`config.mk`:
```
export PLATFORM = sky130hd
export DESIGN_NAME = shiftout
export DESIGN_NICKNAME = d
export VERILOG_FILES = /design/src/rtl/shiftout_pkg.sv /design/src/rtl/shiftout.sv
export SDC_FILE = /design/constraint.sdc
export NUM_CORES = 1
export LEC_CHECK = 0
export CAP_MARGIN = 20
export CORE_MARGIN = 1.5
export CORE_UTILIZATION = 38
export DETAILED_ROUTE_END_ITERATION = 6
export PLACE_DENSITY = 0.65
export SLEW_MARGIN = 20
export SYNTH_ARGS = -nofsm -noshare
export SYNTH_HDL_FRONTEND = slang
export SYNTH_SLANG_ARGS = --single-unit
```
`constraint.sdc`:
```
create_clock -name clk -period 2.3 [get_ports clk]
set_clock_uncertainty 0.2 [all_clocks]
set_input_delay 0.69 -clock clk [delete_from_list [all_inputs] [get_ports clk]]
set_output_delay 0.69 -clock clk [all_outputs]
set_load 0.02 [all_outputs]
```
`src/rtl/shiftout_pkg.sv`:
```
// Shared definitions for the shiftout serial transmitter and its matching receiver.
package shiftout_pkg;

  typedef enum logic [1:0] {
    IDLE  = 2'd0,
    SHIFT = 2'd1,
    LATCH = 2'd2
  } state_t;

  localparam int unsigned SHIFTOUT_WIDTH = 8;

endpackage

```
`src/rtl/shiftout.sv`:
```
// Parallel-to-serial transmitter: load a word via valid/ready, emit one bit per enable strobe.
// Define SHIFTOUT_LATCH_EN to add a trailing LATCH phase that drives a register-latch strobe.
module shiftout
  import shiftout_pkg::*;
#(
  parameter int unsigned WIDTH     = SHIFTOUT_WIDTH,
  parameter int unsigned MSB_FIRST = 0
) (
  input  logic             clk,
  input  logic             reset,
  input  logic             enable,
  input  logic             load_valid,
  input  logic [WIDTH-1:0] load_data,
  output logic             load_ready,
  output logic             data,
  output logic             shift_active,
  output logic             done,
  output logic             latch
);

  localparam int unsigned   IW   = $clog2(WIDTH);
  localparam logic [IW-1:0] LAST = IW'(WIDTH - 1);

  state_t           state;
  logic [IW-1:0]    index;
  logic [WIDTH-1:0] shadow;
  logic [WIDTH-1:0] ordered;
  logic             first_bit;

  // Bit order is folded into a reordered view so the shifter always walks index upward.
  always_comb begin
    ordered = shadow;
    if (MSB_FIRST != 0) ordered = {<<{shadow}};
  end

  assign first_bit  = (MSB_FIRST != 0) ? load_data[WIDTH-1] : load_data[0];
  assign load_ready = (state == IDLE);

`ifdef SHIFTOUT_LATCH_EN
  logic latch_q;
  assign latch = latch_q;
`else
  assign latch = 1'b0;
`endif

  always_ff @(posedge clk) begin
    if (reset) begin
      state        <= IDLE;
      index        <= '0;
      shadow       <= '0;
      data         <= 1'b0;
      shift_active <= 1'b0;
      done         <= 1'b0;
`ifdef SHIFTOUT_LATCH_EN
      latch_q      <= 1'b0;
`endif
    end else begin
      done <= 1'b0;
      case (state)
        IDLE: begin
          if (load_valid) begin
            shadow       <= load_data;
            index        <= '0;
            data         <= first_bit;
            shift_active <= 1'b1;
            state        <= SHIFT;
          end
        end
        SHIFT: begin
          if (enable) begin
            if (index != LAST) begin
              index <= index + 1'b1;
              data  <= ordered[index + 1'b1];
            end else begin
              data         <= 1'b0;
              shift_active <= 1'b0;
`ifdef SHIFTOUT_LATCH_EN
              latch_q      <= 1'b1;
              state        <= LATCH;
`else
              done         <= 1'b1;
              state        <= IDLE;
`endif
            end
          end
        end
`ifdef SHIFTOUT_LATCH_EN
        LATCH: begin
          if (enable) begin
            latch_q <= 1'b0;
            done    <= 1'b1;
            state   <= IDLE;
          end
        end
`endif
        default: state <= IDLE;
      endcase
    end
  end

endmodule

```
After elaboration in Yosys (flattened, before gate mapping)
Cells that the tools add are included.
{"block": "word_totals", "register_bits": 16, "inputBits": 12, "out_inout_bits": 5}
{"block": "op_classes", "n_addsub": 1, "n_lt_le_gt_ge": 1, "n_eq_ne": 6, "n_mux": 19, "bitwise_logic": 2, "reduce_logical": 8}
{"cell": "2-to-1 mux 3 bit", "n": 3}
{"cell": "2-to-1 mux 1 bit", "n": 8}
{"cell": "!= test 2 bit (second input constant)", "n": 4}
{"cell": "AND reduction 4 bit", "n": 2}
{"cell": "2-to-1 mux 2 bit", "n": 3}
{"cell": "case mux 3 bit (2 select lines)", "n": 1}
{"cell": "AND reduction 3 bit", "n": 2}
{"cell": "less-than comparator 3 x 4 -> 1 bit (second input constant)", "n": 1}
{"cell": "case mux 1 bit (2 select lines)", "n": 2}
{"cell": "case mux 2 bit (2 select lines)", "n": 1}
{"cell": "adder 3 x 1 -> 3 bit (second input constant)", "n": 1}
{"cell": "binary-select mux 1 bit (select 3 bit)", "n": 1}
{"cell": "!= test 3 bit (second input constant)", "n": 1}
{"cell": "OR reduction 3 bit", "n": 1}
{"cell": "== test 2 x 1 -> 1 bit (second input constant)", "n": 1}
{"cell": "logical NOT 2 bit", "n": 1}
{"cell": "NOT 1 bit", "n": 2}
{"cell": "AND reduction 2 bit", "n": 1}
{"cell": "nonzero test 2 bit", "n": 1}

Logic depth before layout (Yosys ltp)
Gate-level depths: netlist of run 1.
{"block": "depth", "ltp_word": 6, "mapped_depth": 6}

Least setup slack after synthesis of run 1
Ideal clock, no wire load.
{"block": "synth_path", "path_kind": "register to register", "start": "register index[0]", "end": "register data", "arrival_ps": 1350, "required_ps": 1972, "slack_ps": 622, "stages_incl_launch_ff": 6, "path_buffers": 0, "period_less_slack_ps": 1678, "cell_sequence": "dfxtp_1 > ha_1 > ha_1 > mux4_2 > o2111ai_2 > a221oi_2"}
{"block": "synth_via", "elab_chain_len": 6}
{"element": "start: declaration", "line": "shiftout.sv:25", "source": "logic [IW-1:0] index;"}
{"element": "start signal: assignment", "line": "shiftout.sv:72", "source": "index <= index + 1'b1;"}
{"element": "adder 3 x 1 -> 3 bit", "line": "shiftout.sv:73", "source": "data <= ordered[index + 1'b1];"}
{"element": "binary-select mux 1 bit (select 3 bit)", "line": "shiftout.sv:73"}
{"element": "2-to-1 mux 1 bit (implied by the code)", "line": "shiftout.sv:73"}
{"element": "2-to-1 mux 1 bit (*)", "line": "shiftout.sv:71", "source": "if (index != LAST) begin"}
{"element": "2-to-1 mux 1 bit (*)", "line": "shiftout.sv:70", "source": "if (enable) begin"}
{"element": "case mux 1 bit (2 select lines) (*)", "line": "shiftout.sv:59", "source": "case (state)"}
{"element": "end signal: assignment", "line": "shiftout.sv:64", "source": "data <= first_bit;"}
{"element": "end signal: assignment", "line": "shiftout.sv:73"}
{"element": "end: declaration", "line": "shiftout.sv:15", "source": "output logic data,"}
Every way passes the cells marked *; elsewhere a longest branch is shown, timed or not. The select of a mux whose other input is x is not followed.
A chain may end at the register's enable or synchronous reset.

==> results of run 1 <==
==> through the flow <==
step	util [%]	cells	power (W)	hold WS, ps	worst slack (ps)
final	53.5	107	0.000526	258	118
after global routing	53.5	107	0.000554	286	57.8
after CTS	53.5	107	0.000531	263	113
after detailed placement	51.1	103	0.000357	249	145
after global placement	51.1	103	0.000355	247	177
after floorplan	-	75	0.000319	230	622
==> power by group <==
part | switching, W | internal [W]
clock | 0.0000788 | 0.0000963
combinational | 0.0000425 | 0.0000452
sequential | 0.00000790 | 0.000255
total | 0.000129 | 0.000397
==> cell families after synthesis <==
logic type / Yosys count / synth area share (%)
AOI/OAI and AO/OA: 16 / 16.2
adders and majority gates: 2 / 3.94
buffers and inverters: 6 / 5.52
DFF: 14 / 44.2
muxes: 3 / 6.71
other: 1 / 0.591
and+or+nand+nor: 33 / 22.9
==> worst max-delay path, cell delays in order (launching register included) <==
cell             delay (ps)
dfxtp_1                 330
inv_1                    90
clkdlybuf4s50_1         600
==> layer usage <==
metal	part of all wire (%)	track usage (%)	vias up
met5	0	0	-
met4	0	3.64	0
met3	6.0	6.25	0
met2	43	20.0	17
met1	50	18.3	239
li1	-	-	285
==> state kept, by name (all words and copies together) (netlist names) <==
| signal | cells |
|---|---|
| ordered | 8 |
| index | 3 |
| shift_active | 1 |
| done | 1 |
| data | 1 |
==> final cells by class <==
class | count | share of cell area [%]
Sequential cell | 14 | 34.0
Inverter | 1 | 0.455
Timing Repair Buffer | 17 | 20.0
Tap cell | 16 | 2.43
Clock buffer | 4 | 4.40
Multi-Input combinational cell | 55 | 38.7
==> worst max-delay path by stage <==
stage | startpoint | to | slack, ps | depth (start not counted)
finish | shift_active$_SDFFE_PP0P_ | load_ready | 120 | 2
global route | shift_active$_SDFFE_PP0P_ | load_ready | 60 | 2
CTS | shift_active$_SDFFE_PP0P_ | load_ready | 110 | 2
detailed placement | load_valid | data$_SDFFE_PP0P_ | 150 | 4
global placement | load_valid | data$_SDFFE_PP0P_ | 180 | 4
floorplan | index[0]$_SDFFE_PP0P_ | data$_SDFFE_PP0P_ | 620 | 5
==> layout by cell type (no fill, tap or decap), drive strengths merged <==
cell / Yosys / routed
conb: 1 / 1
buf: 3 / 2
o21a: 1 / 1
nor2: 4 / 4
nand3b: 2 / 2
nand3: 4 / 4
o21ai: 1 / 1
nand2: 20 / 20
nor3b: 1 / 1
mux2i: 2 / 2
dfxtp: 14 / 14
inv: 1 / 1
a21oi: 12 / 12
clkbuf: 2 / 4
nor2b: 1 / 1
ha: 2 / 2
o2111ai: 1 / 1
mux4: 1 / 1
a221oi: 1 / 1
clkdlybuf4s50: 0 / 15
nand2b: 1 / 1
==> key figures, run 1 <==
Clock tree
  – CTS Buffer Depth: 2
  – Clk_lat worst skew: 280 ps
  – Clock Sinks: 14
  – Hold-fix buffers at CTS: 0
  – CTS resizes: 0
  – CTS tree: built
  – H-tree depth: 1
  – Setup Fix Bufs, Post-CTS: 0
  – CTS clock-pin slew for the worst setup and hold paths: 80 ps
  – Num CTS Buffers: 3
  – Root Buffer: clkbuf_4

Route
  – Residual DRC: 0
  – TritonRoute pass-1 iters: 4
  – Vias: 541
  – Routed Antenna Nets: 0
  – Post-DR wirelength/cell: 11.2 um
  – DR vias/cell: 5.06
  – Final WL: 1190 um
  – 1st-iter DRT viols: 16

Synthesis
  – Commonest cells in the netlist: 20 x nand2_1, 14 x dfxtp_1, 12 x a21oi_1
  – Post-synth EDFFs: 0
  – Seq/Total Area, Yosys: 44.2%
  – Syn Nets: 89
  – Synth area leaders: dfxtp_1 44%, nand2_1 12%, a21oi_1 9.5%
  – Synth cell types: 22
  – Synth Instances: 75
  – #FFs+latches synth: 14
  – Cell with the most instances after synthesis: nand2_1
  – Post-synth top area cell: dfxtp_1
  – Syn_area_per_cell: 8.46 um^2
  – Post-synth top area share: 44.2%
  – Synth warn: 0
  – Cell Area, Synth: 634 um^2
  – Most used DFF post-synth: dfxtp_1
  – Async SR Flop Fraction: 0%

Floorplanning
  – Die height: 43.9 um
  – Initial Util: 41.2%
  – Die area: 1920 um^2
  – Rows: 14
  – Die X-Extent: 43.9 um
  – # IOs: 17
  – Core ar.: 1540 um^2

STA
  – Slew @ Worst Pin: 549 ps
  – Finish-stage setup viols: 0
  – Final Hold Fails: 0
  – Max_slew headroom: 63.3%
  – Max Freq: 458 MHz
  – Final period util: 94.9%
  – Setup TNS: 0 ps
  – RSZ-0062 raised after global routing: no
  – Pins over their slew limit: 0
  – Min Tclk post-route: 2180 ps

GRT
  – Vias in the first global route: 451
  – Largest net degree at the start of global routing: 15
  – Total global-route track usage: 13.7%
  – Remaining global-route overflow: 0
  – Initial antenna violation count: 0
  – First-pass GRT wire length: 1940 um

Min path
  – Hold crit path type: flip-flop to flip-flop
  – Hold endpoint: ordered[0]$_SDFFE_PP0P_
  – HP Start: ordered[0]$_SDFFE_PP0P_
  – Hold depth: 2

Finish
  – FF/Latch Area: 280 um^2
  – Area grow syn2layout: 30.0%
  – Fillers: 154
  – Layout Nets: 106
  – Antenna diodes: 0
  – Fin area: 825 um^2
  – Layout cells sized above 1: 9.89%
  – Multi-input gate area: 319 um^2

Critical path
  – CP Capture Type: output port
  – R2R Path End: data$_SDFFE_PP0P_
  – R2R setup slack: 410 ps
  – Worst reg2reg startpoint: index[0]$_SDFFE_PP0P_
  – Max Fanout on Critical Path: 3
  – CP Data Arrival Time: 1290 ps
  – CP Launch Type: flip-flop
  – R2R depth: 5
  – Crit path kind: flip-flop to output port
  – Req. time, crit path: 1410 ps

Pwr
  – PD cells: 638 nW/um^2
  – Leakage: 0.306 nW
  – Peak supply drop: 0.437 mV

Place
  – DP Area: 788 um^2
  – Routability Congestion: 0.707
  – Port Buffers: 15
  – Final HPWL DP: 860 um

Outcome
  – Status: finished clean

Job
  – Max_cap viols: 0
Power figures use the tool's default switching activity.
==> run 2: changes to the inputs <==
--- a/config.mk
+++ b/config.mk
@@ -9,7 +9,8 @@
 export CORE_MARGIN = 1.5
 export CORE_UTILIZATION = 38
 export DETAILED_ROUTE_END_ITERATION = 6
-export PLACE_DENSITY = 0.65
+export HOLD_SLACK_MARGIN = 0.02
+export PLACE_DENSITY_LB_ADDON = 0.25
 export SLEW_MARGIN = 20
 export SYNTH_ARGS = -nofsm -noshare
 export SYNTH_HDL_FRONTEND = slang
==> key figures, run 2 (same netlist as run 1, synthesis figures left out) <==
Finish
  – Commonest non-fill, non-tap cells in the layout: 20 x nand2_1, 15 x clkdlybuf4s50_1, 14 x dfxtp_1, 12 x a21oi_1
  – Largest register FFs: 8 (unchanged)
  – Layout Nets: 106 (unchanged)
  – Layout cells sized above 1: 9.89% (unchanged)
  – Commonest non-fill, non-tap cell in the layout: nand2_1
  – Finished Layout Cells: 107 (unchanged)
  – Area grow syn2layout: 30.0% (unchanged)
  – Antenna diodes: 0 (unchanged)

Critical path
  – CP Launch Type: flip-flop
  – CP Capture Type: output port
  – R2R Path End: data$_SDFFE_PP0P_
  – Crit path kind: flip-flop to output port
  – Worst reg2reg startpoint: index[0]$_SDFFE_PP0P_
  – CP Data Arrival Time: 1290 ps (about the same)
  – R2R setup slack: 390 ps (-20 ps)
  – Max Fanout on Critical Path: 3 (unchanged)
  – R2R depth: 5 (unchanged)
  – Req. time, crit path: 1410 ps (about the same)

GRT
  – First-pass GRT wire length: 2280 um (+17%)
  – Remaining global-route overflow: 0 (unchanged)
  – Initial antenna violation count: 0 (unchanged)
  – Vias in the first global route: 526 (+17%)
  – Largest net degree at the start of global routing: 15 (unchanged)
  – Total global-route track usage: 16.6% (+2.9 points)

STA
  – Min Tclk post-route: 2180 ps (+1.86 ps)
  – Max_slew headroom: 63.0% (-0.28 points)
  – Slew @ Worst Pin: 553 ps (+4.16 ps)
  – Max Freq: 458 MHz (about the same)
  – Worst hold margin: 260 ps (+1.64 ps)
  – Pins over their slew limit: 0 (unchanged)
  – Final period util: 94.9% (about the same)
  – Final Hold Fails: 0 (unchanged)
  – Final WS setup: 116 ps (-1.86 ps)
  – RSZ-0062 raised after global routing: no
  – Setup TNS: 0 ps (unchanged)
  – Finish-stage setup viols: 0 (unchanged)

Route
  – Post-DR wirelength/cell: 12.3 um (+10%)
  – 1st-iter DRT viols: 8 (-8)
  – TritonRoute pass-1 iters: 4 (unchanged)
  – Vias: 556 (+2.8%)
  – Routed Antenna Nets: 0 (unchanged)
  – DR vias/cell: 5.20 (+2.8%)
  – Final WL: 1320 um (+10%)
  – Residual DRC: 0 (unchanged)

Clock tree
  – Clock Sinks: 14 (unchanged)
  – CTS resizes: 0 (unchanged)
  – Setup Fix Bufs, Post-CTS: 0 (unchanged)
  – CTS Buffer Depth: 2 (unchanged)
  – H-tree depth: 1 (unchanged)
  – CTS tree: built
  – CTS clock-pin slew for the worst setup and hold paths: 90 ps (about the same)
  – Hold-fix buffers at CTS: 0 (unchanged)
  – Root Buffer: clkbuf_4
  – Clk_lat worst skew: 270 ps (about the same)
  – Num CTS Buffers: 3 (unchanged)

Pwr
  – Final Total Pwr: 0.000531 W (+0.95%)
  – PD cells: 644 nW/um^2 (+0.95%)
  – Pint: 0.000397 W (about the same)
  – Clock power share: 33.6% (+0.3 points)
  – Gate power share: 16.7% (about the same)
  – Leakage: 0.306 nW (unchanged)
  – Net switching power: 0.000134 W (+4.0%)
  – Peak supply drop: 0.392 mV (-10%)
  – Sw Share: 25.3% (+0.74 points)
  – Flop pwr share: 49.7% (-0.3 points)

Floorplanning
  – Die area: 1920 um^2 (unchanged)
  – Core ar.: 1540 um^2 (unchanged)
  – Die height: 43.9 um (unchanged)
  – Die X-Extent: 43.9 um (unchanged)
  – Initial Util: 41.2% (unchanged)
  – Rows: 14 (unchanged)
  – # IOs: 17 (unchanged)

Place
  – Placed cell count: 103 (unchanged)
  – Routability Congestion: 0.744 (+5.2%)
  – Post-place setup slack: 96.1 ps (-48.9 ps)
  – Port Buffers: 15 (unchanged)
  – Final HPWL DP: 949 um (+10%)

Min path
  – Hold depth: 2 (unchanged)
  – Hold endpoint: ordered[7]$_SDFFE_PP0P_
  – HP Start: ordered[7]$_SDFFE_PP0P_
  – Hold crit path type: flip-flop to flip-flop

Job
  – Max_cap viols: 0 (unchanged)

Outcome
  – Status: finished clean
## run 2: cell counts in the layout (fill, tap and decap cells not counted)
No cell type changed its count.
## run 2: worst max path at each step
| stage | start | to |
|---|---|---|
| 2_1_floorplan | index[0]$_SDFFE_PP0P_ | data$_SDFFE_PP0P_ |
| 3_3_place_gp | load_valid | data$_SDFFE_PP0P_ |
| 3_5_place_dp | load_valid | data$_SDFFE_PP0P_ |
| 4_1_cts | shift_active$_SDFFE_PP0P_ | load_ready |
| 5_1_grt | shift_active$_SDFFE_PP0P_ | load_ready |
| 6_report | shift_active$_SDFFE_PP0P_ | load_ready |
## run 2: metrics by stage
stage                     cell area, um^2  utilization, %
after floorplan                       634               -
after global placement                788            51.1
after detailed placement              788            51.1
after global routing                  825            53.5
after CTS                             825            53.5
final                                 825            53.5
## run 2: power by group through the flow
stage                     Clock [W]  Sequential [W]  Combinational [W]
final                      0.000178        0.000264          0.0000887
after global routing       0.000199        0.000266          0.0000974
after CTS                  0.000180        0.000264          0.0000892
after detailed placement          0        0.000269          0.0000890
after global placement            0        0.000269          0.0000865
after floorplan                   0        0.000271          0.0000475
## run 2: metal layers
| layer | global-route usage, % | routed length (um) |
|---|---|---|
| met3 | 5.00 | 37 |
| met1 | 20.9 | 639 |
| met4 | 9.09 | 19 |
| met5 | 0 | 0 |
| met2 | 25.3 | 622 |
## run 2: cell type report
class / instances / area, um^2
tap: 16 / 20.0
timing repair buffer: 17 / 165
fill: 157 / 717
multi-input combinational: 55 / 319
sequential: 14 / 280
inverter: 1 / 3.75
clock buffer: 4 / 36.3
## run 2: critical path, stage by stage (launching register included)
cell and delay [ps]:
dfxtp_1 340, inv_1 90, clkdlybuf4s50_1 600
==> run 3: changes to the inputs <==
--- a/config.mk
+++ b/config.mk
@@ -6,11 +6,13 @@
 export NUM_CORES = 1
 export LEC_CHECK = 0
 export CAP_MARGIN = 20
+export CORE_ASPECT_RATIO = 1.2
 export CORE_MARGIN = 1.5
 export CORE_UTILIZATION = 38
 export DETAILED_ROUTE_END_ITERATION = 6
+export DONT_BUFFER_PORTS = 1
 export HOLD_SLACK_MARGIN = 0.02
-export PLACE_DENSITY_LB_ADDON = 0.25
+export PLACE_DENSITY = 0.64
 export SLEW_MARGIN = 20
 export SYNTH_ARGS = -nofsm -noshare
 export SYNTH_HDL_FRONTEND = slang
==> key figures, run 3 (same netlist as run 1, synthesis figures left out) <==
Outcome
  – Status: finished clean

GRT
  – Largest net degree at the start of global routing: 15 (unchanged)
  – Total global-route track usage: 15.0% (-1.6 points)
  – Vias in the first global route: 451 (-14%)
  – Initial antenna violation count: 0 (unchanged)
  – Remaining global-route overflow: 0 (unchanged)
  – First-pass GRT wire length: 1840 um (-19%)

Pwr
  – Final Total Pwr: 0.000451 W (-15%)
  – PD cells: 696 nW/um^2 (+8.2%)
  – Peak supply drop: 0.251 mV (-36%)
  – Leakage: 0.231 nW (-25%)

STA
  – Pins over their slew limit: 0 (unchanged)
  – Setup TNS: 0 ps (unchanged)
  – Finish-stage setup viols: 0 (unchanged)
  – Min Tclk post-route: 1960 ps (-222 ps)
  – Final period util: 85.3% (-9.7 points)
  – Max Freq: 510 MHz (+11%)
  – Final Hold Fails: 0 (unchanged)
  – Slew @ Worst Pin: 585 ps (+31.8 ps)
  – Max_slew headroom: 60.9% (-2.1 points)
  – RSZ-0062 raised after global routing: no
  – Worst hold margin: 253 ps (-6.62 ps)

Route
  – Top sig layer: met4
  – Vias: 484 (-13%)
  – DR WL met3: 26 um (-30%)
  – Post-Route M1 WL: 502 um (-21%)
  – Post-DR wirelength/cell: 12.8 um (+3.8%)
  – 1st-iter DRT viols: 3 (-5)
  – Final WL: 1160 um (-12%)
  – DR vias/cell: 5.32 (+2.4%)
  – Routed Antenna Nets: 0 (unchanged)
  – Met2 WL: 613 um (-1.4%)
  – Residual DRC: 0 (unchanged)
  – TritonRoute pass-1 iters: 4 (unchanged)

Critical path
  – CP Data Arrival Time: 1070 ps (-220 ps)
  – CP delay by family, top: flip-flops
  – Req. time, crit path: 1410 ps (about the same)
  – Critical-path cell list: inv_1
  – Slowest stage delay, CP: 570 ps (-30 ps)
  – Crit path kind: flip-flop to output port
  – CP Capture Type: output port
  – Max Fanout on Critical Path: 8 (+5)
  – CP max stage cell: dfxtp_1
  – CP Launch Type: flip-flop
  – Crit path launch: shift_active$_SDFFE_PP0P_
  – Worst reg2reg startpoint: index[0]$_SDFFE_PP0P_
  – Critical path buffers and inverters: 1 (-1)

Clock tree
  – Hold-fix buffers at CTS: 0 (unchanged)
  – Clock Sinks: 14 (unchanged)
  – CTS clock-pin slew for the worst setup and hold paths: 80 ps (about the same)
  – CTS tree: built
  – Clk_lat worst skew: 280 ps (about the same)
  – Root Buffer: clkbuf_4
  – CTS Buffer Depth: 2 (unchanged)
  – H-tree depth: 1 (unchanged)
  – Num CTS Buffers: 3 (unchanged)
  – CTS resizes: 0 (unchanged)
  – Setup Fix Bufs, Post-CTS: 0 (unchanged)

Finish
  – Layout Nets: 89 (-16%)
  – Commonest non-fill, non-tap cell in the layout: nand2_1
  – Fillers: 175 (+11%)
  – Area grow syn2layout: 2.17%
  – Layout cells sized above 1: 8.22% (-1.7 points)
  – Commonest non-fill, non-tap cells in the layout: 20 x nand2_1, 14 x dfxtp_1, 12 x a21oi_1, 4 x nor2_1, 4 x nand3_1
  – Antenna diodes: 0 (unchanged)
  – Finished Layout Cells: 91 (-15%)
  – Largest register FFs: 8 (unchanged)

Floorplanning
  – Core ar.: 1600 um^2 (+3.9%)
  – Rows: 16 (+2)
  – Die height: 47.8 um (+8.9%)
  – Die X-Extent: 40.3 um (-8.1%)
  – # IOs: 17 (unchanged)
  – Die area: 1920 um^2 (about the same)
  – Initial Util: 39.6% (-1.5 points)

Place
  – Port Buffers: 0 (-15)
  – Routability Congestion: 0.793 (+6.6%)
  – Placed cell count: 88 (-15%)
  – Final HPWL DP: 842 um (-11%)

Job
  – Max_cap viols: 0 (unchanged)

Min path
  – Hold crit path type: flip-flop to flip-flop
  – HP Start: ordered[1]$_SDFFE_PP0P_
==> run 3: cell count changes in the layout (fill, tap and decap cells not counted) <==
| cell | before | now |
|---|---|---|
| clkdlybuf4s50_1 | 15 | 0 |
| buf_4 | 2 | 0 |
| clkbuf_8 | 1 | 0 |
==> run 3: through the flow <==
stage | cell area (um^2) | utilization [%] | setup slack (ps)
after global placement | 626 | 39.1 | 493
after floorplan | 634 | - | 622
after global routing | 648 | 40.5 | 273
final | 648 | 40.5 | 338
after detailed placement | 626 | 39.1 | 440
after CTS | 648 | 40.5 | 338
==> run 3: per-layer routing <==
| layer | vias to the layer above | GRT usage [%] |
|---|---|---|
| li1 | 250 | - |
| met1 | 227 | 15.9 |
| met2 | 5 | 24.5 |
| met3 | 2 | 2.79 |
| met4 | 0 | 14.0 |
| met5 | - | 0 |
==> run 3: final cells by class <==
type	instances	area [um^2]	share of cell area, %
Clock buffer	3	22.5	3.47
Multi-Input combinational cell	55	319	49.2
Inverter	1	3.75	0.579
Tap cell	18	22.5	3.47
Sequential cell	14	280	43.2
==> run 3: power breakdown <==
part | switching, W | total (W) | internal, W
Combinational | 0.0000276 | 0.0000457 | 0.0000181
Clock | 0.0000754 | 0.000136 | 0.0000607
Sequential | 0.0000144 | 0.000270 | 0.000255
Total | 0.000117 | 0.000451 | 0.000334
==> run 3: final timing paths <==
path / end / slack, ps / depth (start not counted)
max reg2reg: data$_SDFFE_PP0P_ / 440 / 5
max: load_ready / 340 / 1
min: ordered[1]$_SDFFE_PP0P_ / 250 / 2
min reg2reg: ordered[1]$_SDFFE_PP0P_ / 250 / 2
